$ cat config.mk
export PLATFORM = sky130hd
export DESIGN_NAME = bin_to_bcd
export DESIGN_NICKNAME = d
export VERILOG_FILES = /design/src/rtl/bin_to_bcd_pkg.sv /design/src/rtl/bin_to_bcd_dabble_digit.sv /design/src/rtl/bin_to_bcd.sv
export SDC_FILE = /design/constraint.sdc
export NUM_CORES = 1
export LEC_CHECK = 0
export BUFFER_PORTS_ARGS = -buffer_cell sky130_fd_sc_hd__buf_2
export CAP_MARGIN = 40
export CORE_UTILIZATION = 45
export CTS_CLUSTER_DIAMETER = 150
export DETAILED_ROUTE_END_ITERATION = 12
export PLACE_DENSITY = 0.73
export SETUP_SLACK_MARGIN = 0.02
export SYNTH_ARGS = -nofsm -noshare
export SYNTH_HDL_FRONTEND = slang
export SYNTH_SLANG_ARGS = --single-unit
$ cat constraint.sdc
create_clock -name sys_clk -period 1.7 [get_ports sys_clk]
set_input_delay 0.17 -clock sys_clk [delete_from_list [all_inputs] [get_ports sys_clk]]
set_output_delay 0.17 -clock sys_clk [all_outputs]
set_load 0.02 [all_outputs]
$ cat src/rtl/bin_to_bcd_pkg.sv
// -----------------------------------------------------------------------------
// g : shared types for the binary-to-BCD conversion path.
//   BCD_DIGITS : default digit count of a packed BCD word
//   bcd_t      : packed BCD word, most significant digit in the top nibble
// -----------------------------------------------------------------------------
package g;

  localparam int unsigned BCD_DIGITS = 3;

  typedef logic [4*BCD_DIGITS-1:0] bcd_t;

endpackage

$ cat src/rtl/bin_to_bcd_dabble_digit.sv
// -----------------------------------------------------------------------------
// dabble_digit : combinational double-dabble correction for one BCD nibble.
//   digit_in  : current nibble value
//   digit_out : digit_in + 3 when digit_in >= 5, otherwise digit_in unchanged
// -----------------------------------------------------------------------------
module dabble_digit (
  input  logic [3:0] digit_in,
  output logic [3:0] digit_out
);

  always_comb begin
    digit_out = (digit_in >= 4'd5) ? (digit_in + 4'd3) : digit_in;
  end

endmodule

$ cat src/rtl/bin_to_bcd.sv
// -----------------------------------------------------------------------------
// bin_to_bcd : sequential double-dabble binary to packed-BCD converter.
//   sys_clk     : clock, rising edge
//   sys_rst     : asynchronous active-high reset
//   bin_in_en   : one-cycle strobe, bin_in valid
//   bin_in      : unsigned binary value (BIN_W bits)
//   bcd_out_en  : one-cycle pulse, bcd_out holds a new result
//   bcd_out     : packed BCD result (4*DIGITS bits), held between results
//   busy_out    : high while a conversion is in progress
//   overrun_out : one-cycle pulse when a strobe is dropped
// A one-deep pending register absorbs a single strobe that arrives while busy.
// -----------------------------------------------------------------------------
module bin_to_bcd
  import g::*;
#(
  parameter int unsigned BIN_W  = 8,
  parameter int unsigned DIGITS = 3
) (
  input  logic                  sys_clk,
  input  logic                  sys_rst,
  input  logic                  bin_in_en,
  input  logic [BIN_W-1:0]      bin_in,
  output logic                  bcd_out_en,
  output logic [4*DIGITS-1:0]   bcd_out,
  output logic                  busy_out,
  output logic                  overrun_out
);

  localparam int unsigned BCD_W = 4 * DIGITS;
  localparam int unsigned SR_W  = BIN_W + BCD_W;
  localparam int unsigned CNT_W = $clog2(BIN_W + 1);

  typedef enum logic {
    S_IDLE,
    S_SHIFT
  } state_t;

  state_t             state, state_nxt;
  logic [SR_W-1:0]    sr, sr_nxt;
  logic [SR_W-1:0]    sr_adj, sr_step;
  logic [CNT_W-1:0]   cnt, cnt_nxt;
  logic [BIN_W-1:0]   pend, pend_nxt;
  logic               pend_vld, pend_vld_nxt;
  logic [BCD_W-1:0]   bcd_adj;
  logic [BCD_W-1:0]   bcd_out_nxt;
  logic               bcd_out_en_nxt;
  logic               overrun_nxt;
  logic               last_iter;

  // Per-digit +3 correction applied to the BCD field before each shift.
  for (genvar i = 0; i < DIGITS; i++) begin : g_digit
    dabble_digit u_dabble_digit (
      .digit_in  (sr[BIN_W + 4*i +: 4]),
      .digit_out (bcd_adj[4*i +: 4])
    );
  end

  always_comb begin
    sr_adj    = {bcd_adj, sr[BIN_W-1:0]};
    sr_step   = {sr_adj[SR_W-2:0], 1'b0};
    last_iter = (cnt == CNT_W'(BIN_W - 1));
  end

  assign busy_out = (state == S_SHIFT);

  always_ff @(posedge sys_clk or posedge sys_rst) begin
    if (sys_rst) begin
      state <= S_IDLE;
    end else begin
      state <= state_nxt;
    end
  end

  always_comb begin
    state_nxt      = state;
    sr_nxt         = sr;
    cnt_nxt        = cnt;
    pend_nxt       = pend;
    pend_vld_nxt   = pend_vld;
    bcd_out_nxt    = bcd_out;
    bcd_out_en_nxt = 1'b0;
    overrun_nxt    = 1'b0;

    case (state)
      S_IDLE: begin
        if (bin_in_en) begin
          sr_nxt    = {{BCD_W{1'b0}}, bin_in};
          cnt_nxt   = '0;
          state_nxt = S_SHIFT;
        end
      end

      S_SHIFT: begin
        sr_nxt  = sr_step;
        cnt_nxt = cnt + 1'b1;
        if (last_iter) begin
          bcd_out_nxt    = sr_step[SR_W-1 -: BCD_W];
          bcd_out_en_nxt = 1'b1;
          cnt_nxt        = '0;
          // Restart back-to-back: pending wins over a coincident strobe,
          // which then refills pending instead of being dropped.
          if (pend_vld) begin
            sr_nxt = {{BCD_W{1'b0}}, pend};
            if (bin_in_en) begin
              pend_nxt = bin_in;
            end else begin
              pend_vld_nxt = 1'b0;
            end
          end else if (bin_in_en) begin
            sr_nxt = {{BCD_W{1'b0}}, bin_in};
          end else begin
            state_nxt = S_IDLE;
          end
        end else if (bin_in_en) begin
          if (!pend_vld) begin
            pend_nxt     = bin_in;
            pend_vld_nxt = 1'b1;
          end else begin
            overrun_nxt = 1'b1;
          end
        end
      end

      default: begin
        state_nxt = S_IDLE;
      end
    endcase
  end

  always_ff @(posedge sys_clk or posedge sys_rst) begin
    if (sys_rst) begin
      sr          <= '0;
      cnt         <= '0;
      pend        <= '0;
      pend_vld    <= 1'b0;
      bcd_out     <= '0;
      bcd_out_en  <= 1'b0;
      overrun_out <= 1'b0;
    end else begin
      sr          <= sr_nxt;
      cnt         <= cnt_nxt;
      pend        <= pend_nxt;
      pend_vld    <= pend_vld_nxt;
      bcd_out     <= bcd_out_nxt;
      bcd_out_en  <= bcd_out_en_nxt;
      overrun_out <= overrun_nxt;
    end
  end

endmodule

## After elaboration in Yosys (flattened, before gate mapping)

Index checks and enable logic that the tools add are counted.
Widths: inputs -> output; s select.

- Memories: 0
- Memory bits (writable): 0
- Flip-flop bits (word level): 48
- Bits in read-only memories: 0
- Logic and storage cells: 54
- Output and inout bits: 15
- Latch bits: 0

- Divide/modulo/power cells: 0
- $add $sub $neg: 4
- Bitwise logic cells: 1
- Muxes and demuxes: 29
- Shifts and indexed selects: 0
- Reductions and logical operators: 4
- $mul: 0
- Magnitude comparators: 3
- Eq/ne operators: 5

Operators by type and width:

| operator | number |
|---|---|
| $mux 20 | 4 |
| $mux 8 | 5 |
| $pmux 20 s2 | 1 |
| $mux 4 | 4 |
| $ge 4x3->1 const B | 3 |
| $mux 1 | 12 |
| $add 4x2->4 const B | 2 |
| $pmux 4 s2 | 1 |
| $ne 2x2->1 const B | 3 |
| $reduce_and 5->1 | 1 |
| $add 4x1->4 const B | 1 |
| $eq 4x3->1 const B | 1 |
| $reduce_and 2->1 | 2 |
| $add 3x2->3 const B | 1 |
| $mux 3 | 1 |
| $ne 2x1->1 const B | 1 |
| $pmux 1 s2 | 1 |
| $reduce_bool 2->1 | 1 |
| $not 1->1 | 1 |

## Longest topological paths before layout

Gate-level depths: netlist (run 1).

- Depth after elaboration: 6
- Depth in mapped cells: 7
- Gate-level depth less buffers: 6

## Modules after synthesis

From an unflattened synthesis (run 1), not the netlist that was laid out.

- Cells, all modules: 211
- Area total of the unflattened synthesis: 2388.5 um^2

By module, submodules not included:

| module | instances | cells an instance | seq. area each (um^2) | area an instance (um^2) |
|---|---|---|---|---|
| bin_to_bcd | 1 | 163 | 1201.2 | 2084.5 |
| dabble_digit | 3 | 16 | 0.0 | 101.3 |

## Least setup slack after synthesis (run 1)

No wires, ideal clock.

- Kind: flip-flop to flip-flop
- From: register cnt[0]
- To: register pend[0]
- Arrival: 1.629 ns
- Path buffers: 2
- Setup time: 0.125 ns
- Cell stages (with the launch flop): 8
- Required time: 1.575 ns
- Path slack: -0.054 ns
- Period minus slack after synthesis: 1.754 ns
- Path through: dfrtp_1 > ha_1 > and3b_1 > buf_6 > xnor2_1 > and3_1 > buf_6 > mux2_4

- Longest elaborated chain between the ends: 3

Ends and longest elaborated chain:

| item | RTL line | text |
|---|---|---|
| from (decl) | bin_to_bcd.sv:41 | `logic [CNT_W-1:0] cnt, cnt_nxt;` |
| from (signal assigned) | bin_to_bcd.sv:141 | `cnt <= cnt_nxt;` |
| $eq 4x3->1 * | bin_to_bcd.sv:61 | `last_iter = (cnt == CNT_W'(BIN_W - 1));` |
| $ne 2x1->1 (no source line) (tied with other cells) | n/a |  |
| $reduce_and 5->1 (no source line) | n/a |  |
| to (signal assigned) | bin_to_bcd.sv:142 | `pend <= pend_nxt;` |
| to (decl) | bin_to_bcd.sv:42 | `logic [BIN_W-1:0] pend, pend_nxt;` |

Every way passes the cells marked *; elsewhere a longest branch is shown, timed or not.
A chain may end at the register's enable or synchronous reset.

## Worst setup path after layout (run 1)

- From: register cnt[1]
- To: register pend[3]

Same word-level chain as after synthesis.

==> results of run 1 <==
[cell families (layout without fill, tap and decap cells)]
kind of cell,after synthesis,count (layout)
flops,48,48
buf+inv,23,68
compound gates,74,74
xor+xnor,5,5
fa+ha+maj,7,7
mux,14,14
simple gates,60,60
[flip-flops by register name, summed over array words and instances (netlist names)]
name         cells
sr              20
pend_vld         1
bcd_out         12
cnt              4
overrun_out      1
busy_out         1
bcd_out_en       1
pend             8
[final timing paths]
path,slack (ps),end,from
max,20,pend[3]$_DFFE_PP0P_,cnt[1]$_DFFE_PP0P_
min,120,pend[4]$_DFFE_PP0P_,bin_in[4]
max reg2reg,20,pend[3]$_DFFE_PP0P_,cnt[1]$_DFFE_PP0P_
min reg2reg,480,bcd_out[9]$_DFFE_PP0P_,bcd_out[9]$_DFFE_PP0P_
max in group asynchronous,760,pend[2]$_DFFE_PP0P_,sys_rst
min in group asynchronous,380,pend[7]$_DFFE_PP0P_,sys_rst
[metal layers]
metal  GRT usage, %  share of wire (%)  vias to the layer above  routed length, um
met5              0                  0                        -                  0
met4           5.03               0.85                        0                 42
met3           3.21                2.5                        5                121
met2           33.1                 50                       28               2450
met1           26.3                 47                      944               2320
li1               -                  -                      909                  -
[Yosys cell counts (6+ instances only)]
| master | count |
|---|---|
| dfrtp_1 | 48 |
| o211ai_1 | 7 |
| mux2_4 | 8 |
| nand2_1 | 34 |
| nor2b_1 | 7 |
| clkbuf_1 | 6 |
| o21ai_0 | 25 |
| ha_1 | 7 |
| a211o_1 | 6 |
| a21oi_1 | 13 |
| inv_1 | 9 |
| a31oi_1 | 7 |
| a211oi_1 | 7 |
[power by group through the flow]
stage / Combinational [mW] / Sequential [mW] / Clock [mW]
final: 2.30 / 2.00 / 0.874
after global routing: 2.58 / 2.07 / 0.935
after CTS: 2.25 / 1.99 / 0.889
after detailed placement: 2.22 / 2.00 / 0
after global placement: 2.14 / 1.99 / 0
after floorplan: 1.41 / 2.10 / 0
[layout by cell type, fill, tap and decap left out, types with 2 or more instances in the layout]
master / netlist / layout
buf_4: 0 / 22
a21oi_2: 0 / 2
ha_1: 7 / 6
a21oi_1: 13 / 11
mux2i_1: 2 / 2
nand2b_1: 4 / 4
o32ai_1: 2 / 2
o211ai_1: 7 / 7
nand3_1: 3 / 3
a32o_1: 2 / 2
inv_2: 0 / 2
mux2_2: 4 / 4
inv_1: 9 / 7
a31oi_1: 7 / 7
a211o_1: 6 / 6
nand2_1: 34 / 34
clkbuf_8: 0 / 6
a211oi_1: 7 / 7
dfrtp_1: 48 / 48
xnor2_1: 4 / 3
nor2_1: 3 / 3
nor2b_1: 7 / 7
mux2_4: 8 / 8
nor3b_1: 5 / 5
buf_2: 4 / 25
o21ai_0: 25 / 25
[through the flow]
step	total power, mW	util (%)	worst slack, ps	area, um^2
2_1_floorplan	3.51	-	-2.01	2380
3_3_place_gp	4.13	52.9	28.1	2700
3_5_place_dp	4.22	52.9	23.4	2700
4_1_cts	5.13	55.7	7.18	2850
5_1_grt	5.59	56.2	-40.0	2870
6_report	5.18	56.2	24.0	2870
[cell type report]
| type | count | area, um^2 | area share [%] |
|---|---|---|---|
| multi-input combinational | 160 | 1090 | 38.1 |
| inverter | 10 | 37.5 | 1.31 |
| clock buffer | 6 | 82.6 | 2.87 |
| timing repair buffer | 50 | 332 | 11.5 |
| clock inverter | 2 | 38.8 | 1.35 |
| sequential | 48 | 1200 | 41.8 |
| tap | 70 | 87.6 | 3.05 |
[worst max-delay path, stage by stage, from the launching register on]
cell	delay, ps
dfrtp_1	390
ha_2	190
and3b_2	220
xnor2_2	120
and3_4	210
buf_12	130
mux2_4	290
[what timing repair did]
item                       CTS  global route
pin swaps                    0             1
hold buffers                 1             0
setup endpoints to repair   10            24
setup buffers                1             1
hold endpoints to repair    16             0
resized for setup            2             5
==> run_results.csv, run 1 <==
group,metric,value,unit
synthesis,synth.distinct_cells,35,
timing,fin_crit,1680,ps
routing,viasPerCell,5.45,
routing,drtAntennaViolNets,0,
timing,slew_headroom,72.7,%
pwr,p_comb_share,44.4,%
timing,whs,123,ps
timing,tightest_slew,410,ps
timing,finClkSkew,10.5,ps
global_route,grt_pass1_vias,1801,
final_layout,finalNetCount,293,
pwr,p_switching,1.91,mW
synthesis,syn_area,0.00238,mm^2
final_layout,final_cells,346,
synthesis,seq_area_frac_synth,50.5,%
pwr,p_leak,1.32,nW
floorplanning,die_area,0.00558,mm^2
final_layout,diodes,0,
clock_network,tritoncts,"yes",
synthesis,yosys.area_share.simple,12.2,%
synthesis,yosysWarnings,0,
global_route,grt_use_total,19.6,%
timing,fmax,0.597,GHz
pwr,cellPowerDensity,1800,mW/mm^2
synthesis,synth_compound_area_share,19.5,%
routing,wire_per_inst,14.3,um
pwr,max-vdd-ir-drop,0.743,mV
pwr,p_clk_share,16.9,%
synthesis,synth_top_family_by_area,"compound AO/OA/AOI/OAI gates",
place,port_buffers,25,
timing,setup_viol,0,
clock_network,cts_buffers,5,
flow_run,cap_violations,0,
clock_network,cts_root_buffer,"clkbuf_8",
setup_path,path_max_fanout,8,
clock_network,insertion_delay,300,ps
pwr,swShare,36.9,%
place,dp.cells,335,
setup_path,cp-end-kind,"flop",
clock_network,cts_max_level,2,
setup_path,crit_arrival,1860,ps
floorplanning,core,0.00511,mm^2
floorplanning,die_y,74.7,um
synthesis,netlist_instances,231,
global_route,grt_max_degree,24,
pwr,intPower,3.27,mW
worst_hold_path,hold_class,"primary input to flop",
routing,drcViolationCount,0,
timing,finalHoldViolCount,0,
final_layout,syn2layout_area_growth,20.8,%
synthesis,yosys-top-cells-area,"dfrtp_1, nand2_1, o21ai_0",
synthesis,synthesis.nets,249,
final_layout,drive_above_1_share,27.9,%
global_route,overflow,0,
timing,setup_tns,0,ps
routing,drt-total-wl,4.93,mm
place,routabilityCongestion,0.777,
status,status,"finished, final reports clean",
timing,drv_slew,0,
synthesis,ys_ff_latch,48,
synthesis,synth_top_cell_by_area,"dfrtp_1",
floorplanning,die_x,74.7,um
floorplanning,num_io_pins,26,
floorplanning,start_util,46.5,%
global_route,antenna_found_initial,0,
clock_network,clk_pin_slew_worst_paths,90,ps
floorplanning,num_rows,26,
synthesis,syn_area_per_cell,10.3,um^2
synthesis,synthDominantCellAreaShare,50.5,%
synthesis,synth_ff_type,"dfrtp_1",
synthesis,yosys-mux-area-fraction,7.79,%
global_route,grt_pass1_wl,8.40,mm
timing,rsz0062_at_grt,"yes",
setup_path,startpoint_type,"flop",
final_layout,nFillCells,470,
synthesis,synth-edff-count,0,
pwr,seq_power_share,38.7,%
setup_path,ff2ff_path_depth,6,
place,place.detailed.hpwl,3.53,mm
clock_network,clock-sinks,48,
routing,drt-pass1-iter-count,4,
routing,routed-via-count,1886,
routing,drt_iter0_markers,95,
timing,period_share,98.6,%
setup_path,critPathKind,"flop to flop",
synthesis,synth_xor_area_share,1.84,%
worst_hold_path,hold_path_depth,2,
synthesis,synth-async-reset-ratio,100,%
synthesis,synth_fa_ha_area_share,3.68,%
clock_network,cts.path.max_buffers,2,
setup_path,cp_data_required_time,1890,ps
Power figures use the tool's default switching activity.
==> run 2, diff against run 1 <==
--- a/config.mk
+++ b/config.mk
@@ -5,12 +5,12 @@
 export SDC_FILE = /design/constraint.sdc
 export NUM_CORES = 1
 export LEC_CHECK = 0
-export BUFFER_PORTS_ARGS = -buffer_cell sky130_fd_sc_hd__buf_2
 export CAP_MARGIN = 40
 export CORE_UTILIZATION = 45
 export CTS_CLUSTER_DIAMETER = 150
 export DETAILED_ROUTE_END_ITERATION = 12
-export PLACE_DENSITY = 0.73
+export DONT_BUFFER_PORTS = 1
+export PLACE_DENSITY = 0.69
 export SETUP_SLACK_MARGIN = 0.02
 export SYNTH_ARGS = -nofsm -noshare
 export SYNTH_HDL_FRONTEND = slang
==> run 2 against run 1 <==
Effect of this change: global-route usage is 0.32 points higher; count of clock-buffer cells in the layout is 1 lower; core utilization decreased by 1.5 points; hold slack worse by 110 ps; largest cell class unchanged.
==> run_results.csv, run 2 (same netlist as run 1, synthesis figures left out) <==
group,metric,value,unit
status,status,"finished, final reports clean",
pwr,swShare,37.4,%
setup_path,ff2ff_path_depth,6,
routing,drt-total-wl,4.83,mm
floorplanning,core,0.00511,mm^2
timing,finalHoldViolCount,0,
place,place.detailed.hpwl,3.33,mm
pwr,finalPower,4.96,mW
floorplanning,num_io_pins,26,
timing,setup_tns,0,ps
routing,routed-via-count,1721,
final_layout,syn2layout_area_growth,17.6,%
clock_network,clock-sinks,48,
clock_network,tritoncts,"yes",
clock_network,cts_buffers,5,
global_route,antenna_found_initial,0,
worst_hold_path,hold_class,"primary input to flop",
timing,tightest_slew,516,ps
setup_path,crit_arrival,1840,ps
final_layout,nFillCells,468,
setup_path,r2r-end,"pend[5]$_DFFE_PP0P_",
setup_path,cp-end-kind,"flop",
final_layout,final_cell_mix,"dfrtp_1, nand2_1, o21ai_0",
floorplanning,die_area,0.00558,mm^2
setup_path,path_max_fanout,8,
final_layout,final_cell_area,0.00280,mm^2
floorplanning,die_x,74.7,um
final_layout,top_register,"sr",
flow_run,cap_violations,0,
final_layout,multiInputGateArea,0.00109,mm^2
routing,viasPerCell,5.30,
pwr,p_comb_share,38.4,%
routing,drcViolationCount,0,
pwr,max-vdd-ir-drop,0.628,mV
timing,period_share,97.2,%
setup_path,crit_start,"cnt[1]$_DFFE_PP0P_",
floorplanning,num_rows,26,
global_route,grt_pass1_wl,8.31,mm
routing,drt_iter0_markers,69,
clock_network,cts.path.max_buffers,2,
floorplanning,die_y,74.7,um
pwr,p_switching,1.86,mW
timing,fmax,0.605,GHz
timing,rsz0062_at_grt,"yes",
final_layout,top_regs,"sr: 20 flops, bcd_out: 12 flops, pend: 8 flops",
pwr,intPower,3.11,mW
final_layout,post-route-util,54.8,%
pwr,seq_power_share,44.3,%
clock_network,cts_max_level,2,
global_route,overflow,0,
timing,drv_slew,0,
timing,whs,8.32,ps
final_layout,drive_above_1_share,18.4,%
timing,finClkSkew,9.03,ps
setup_path,ff2ff_setup_slack,50,ps
setup_path,critPathKind,"flop to flop",
floorplanning,start_util,46.5,%
clock_network,clk_pin_slew_worst_paths,90,ps
clock_network,cts_root_buffer,"clkbuf_8",
place,port_buffers,0,
global_route,grt_max_degree,32,
final_layout,diodes,0,
pwr,p_clk_share,17.3,%
routing,wire_per_inst,14.9,um
setup_path,endpoint,"pend[5]$_DFFE_PP0P_",
final_layout,finalNetCount,272,
setup_path,cp_data_required_time,1890,ps
routing,drt-pass1-iter-count,4,
pwr,cellPowerDensity,1780,mW/mm^2
place,routabilityCongestion,0.752,
place,place_area,0.00257,mm^2
timing,fin_crit,1650,ps
setup_path,reg2reg_from,"cnt[1]$_DFFE_PP0P_",
final_layout,mostFrequentLayoutCell,"dfrtp_1",
pwr,p_leak,1.22,nW
setup_path,startpoint_type,"flop",
timing,slew_headroom,65.5,%
global_route,grt_use_total,19.9,%
final_layout,ff_latch_area,0.00120,mm^2
routing,drtAntennaViolNets,0,
timing,setup_viol,0,
clock_network,insertion_delay,310,ps
global_route,grt_pass1_vias,1805,
final_layout,largest_reg_flops,20,
[run 2: cell count changes in the layout (fill, tap and decap cells not counted), sizes merged]
cell and delta:
buf -29, dlygate4sd3 +8, inv +1, clkinv -1, clkbuf -1, clkinvlp +1
[run 2: worst min path at each step]
stage	startpoint	to	slack (ps)	cells after the start
3_3_place_gp	sys_rst	bcd_out[8]$_DFFE_PP0P_	110	1
3_5_place_dp	sys_rst	bcd_out[8]$_DFFE_PP0P_	130	1
4_1_cts	bin_in[6]	pend[6]$_DFFE_PP0P_	0.7	1
6_report	bin_in[1]	pend[1]$_DFFE_PP0P_	8	1
2_1_floorplan	bin_in[0]	pend[0]$_DFFE_PP0P_	320	1
5_1_grt	bin_in[1]	pend[1]$_DFFE_PP0P_	0.7	1
[run 2: critical path, cell delays in order, from the launching register on]
cell and delay [ps]:
dfrtp_1 390, ha_2 190, and3b_1 180, xnor2_1 120
and3_1 220, buf_12 150, mux2_4 290
[run 2: repair_timing]
item | 4_1_cts | 5_1_grt
hold endpoints to repair | 28 | 2
buffers inserted | 0 | 1
setup endpoints to repair | 1 | 15
hold buffers | 7 | 2
gates resized for setup | 1 | 6
pin swaps | 0 | 3
gates cloned | 0 | 0
[run 2: routing by layer]
metal / vias to the layer above / track usage, % / share of wire [%]
met1: 827 / 25.3 / 47
met5: - / 0 / 0
met2: 22 / 33.2 / 49
met3: 5 / 6.29 / 3.0
met4: 0 / 4.61 / 0.66
li1: 867 / - / -
[run 2: final cells by class]
| cell class | instances | area share, % |
|---|---|---|
| timing repair buffer | 29 | 9.62 |
| clock buffer | 5 | 2.46 |
| tap | 70 | 3.13 |
| sequential | 48 | 43.0 |
| multi-input combinational | 160 | 38.8 |
| clock inverter | 3 | 1.66 |
| inverter | 10 | 1.34 |
[run 2: per-stage QoR]
stage	worst slack [ps]	cells
floorplan	-2.01	231
global placement	87.2	307
detailed placement	42.1	307
CTS	39.3	322
global route	-24.5	325
finish	48.1	325
[run 2: power groups by stage]
stage / registers [mW] / clock network [mW] / logic [mW]
floorplan: 2.10 / 0 / 1.41
global placement: 2.19 / 0 / 1.78
detailed placement: 2.20 / 0 / 1.85
CTS: 2.19 / 0.882 / 1.88
global route: 2.28 / 0.934 / 2.17
finish: 2.20 / 0.860 / 1.91
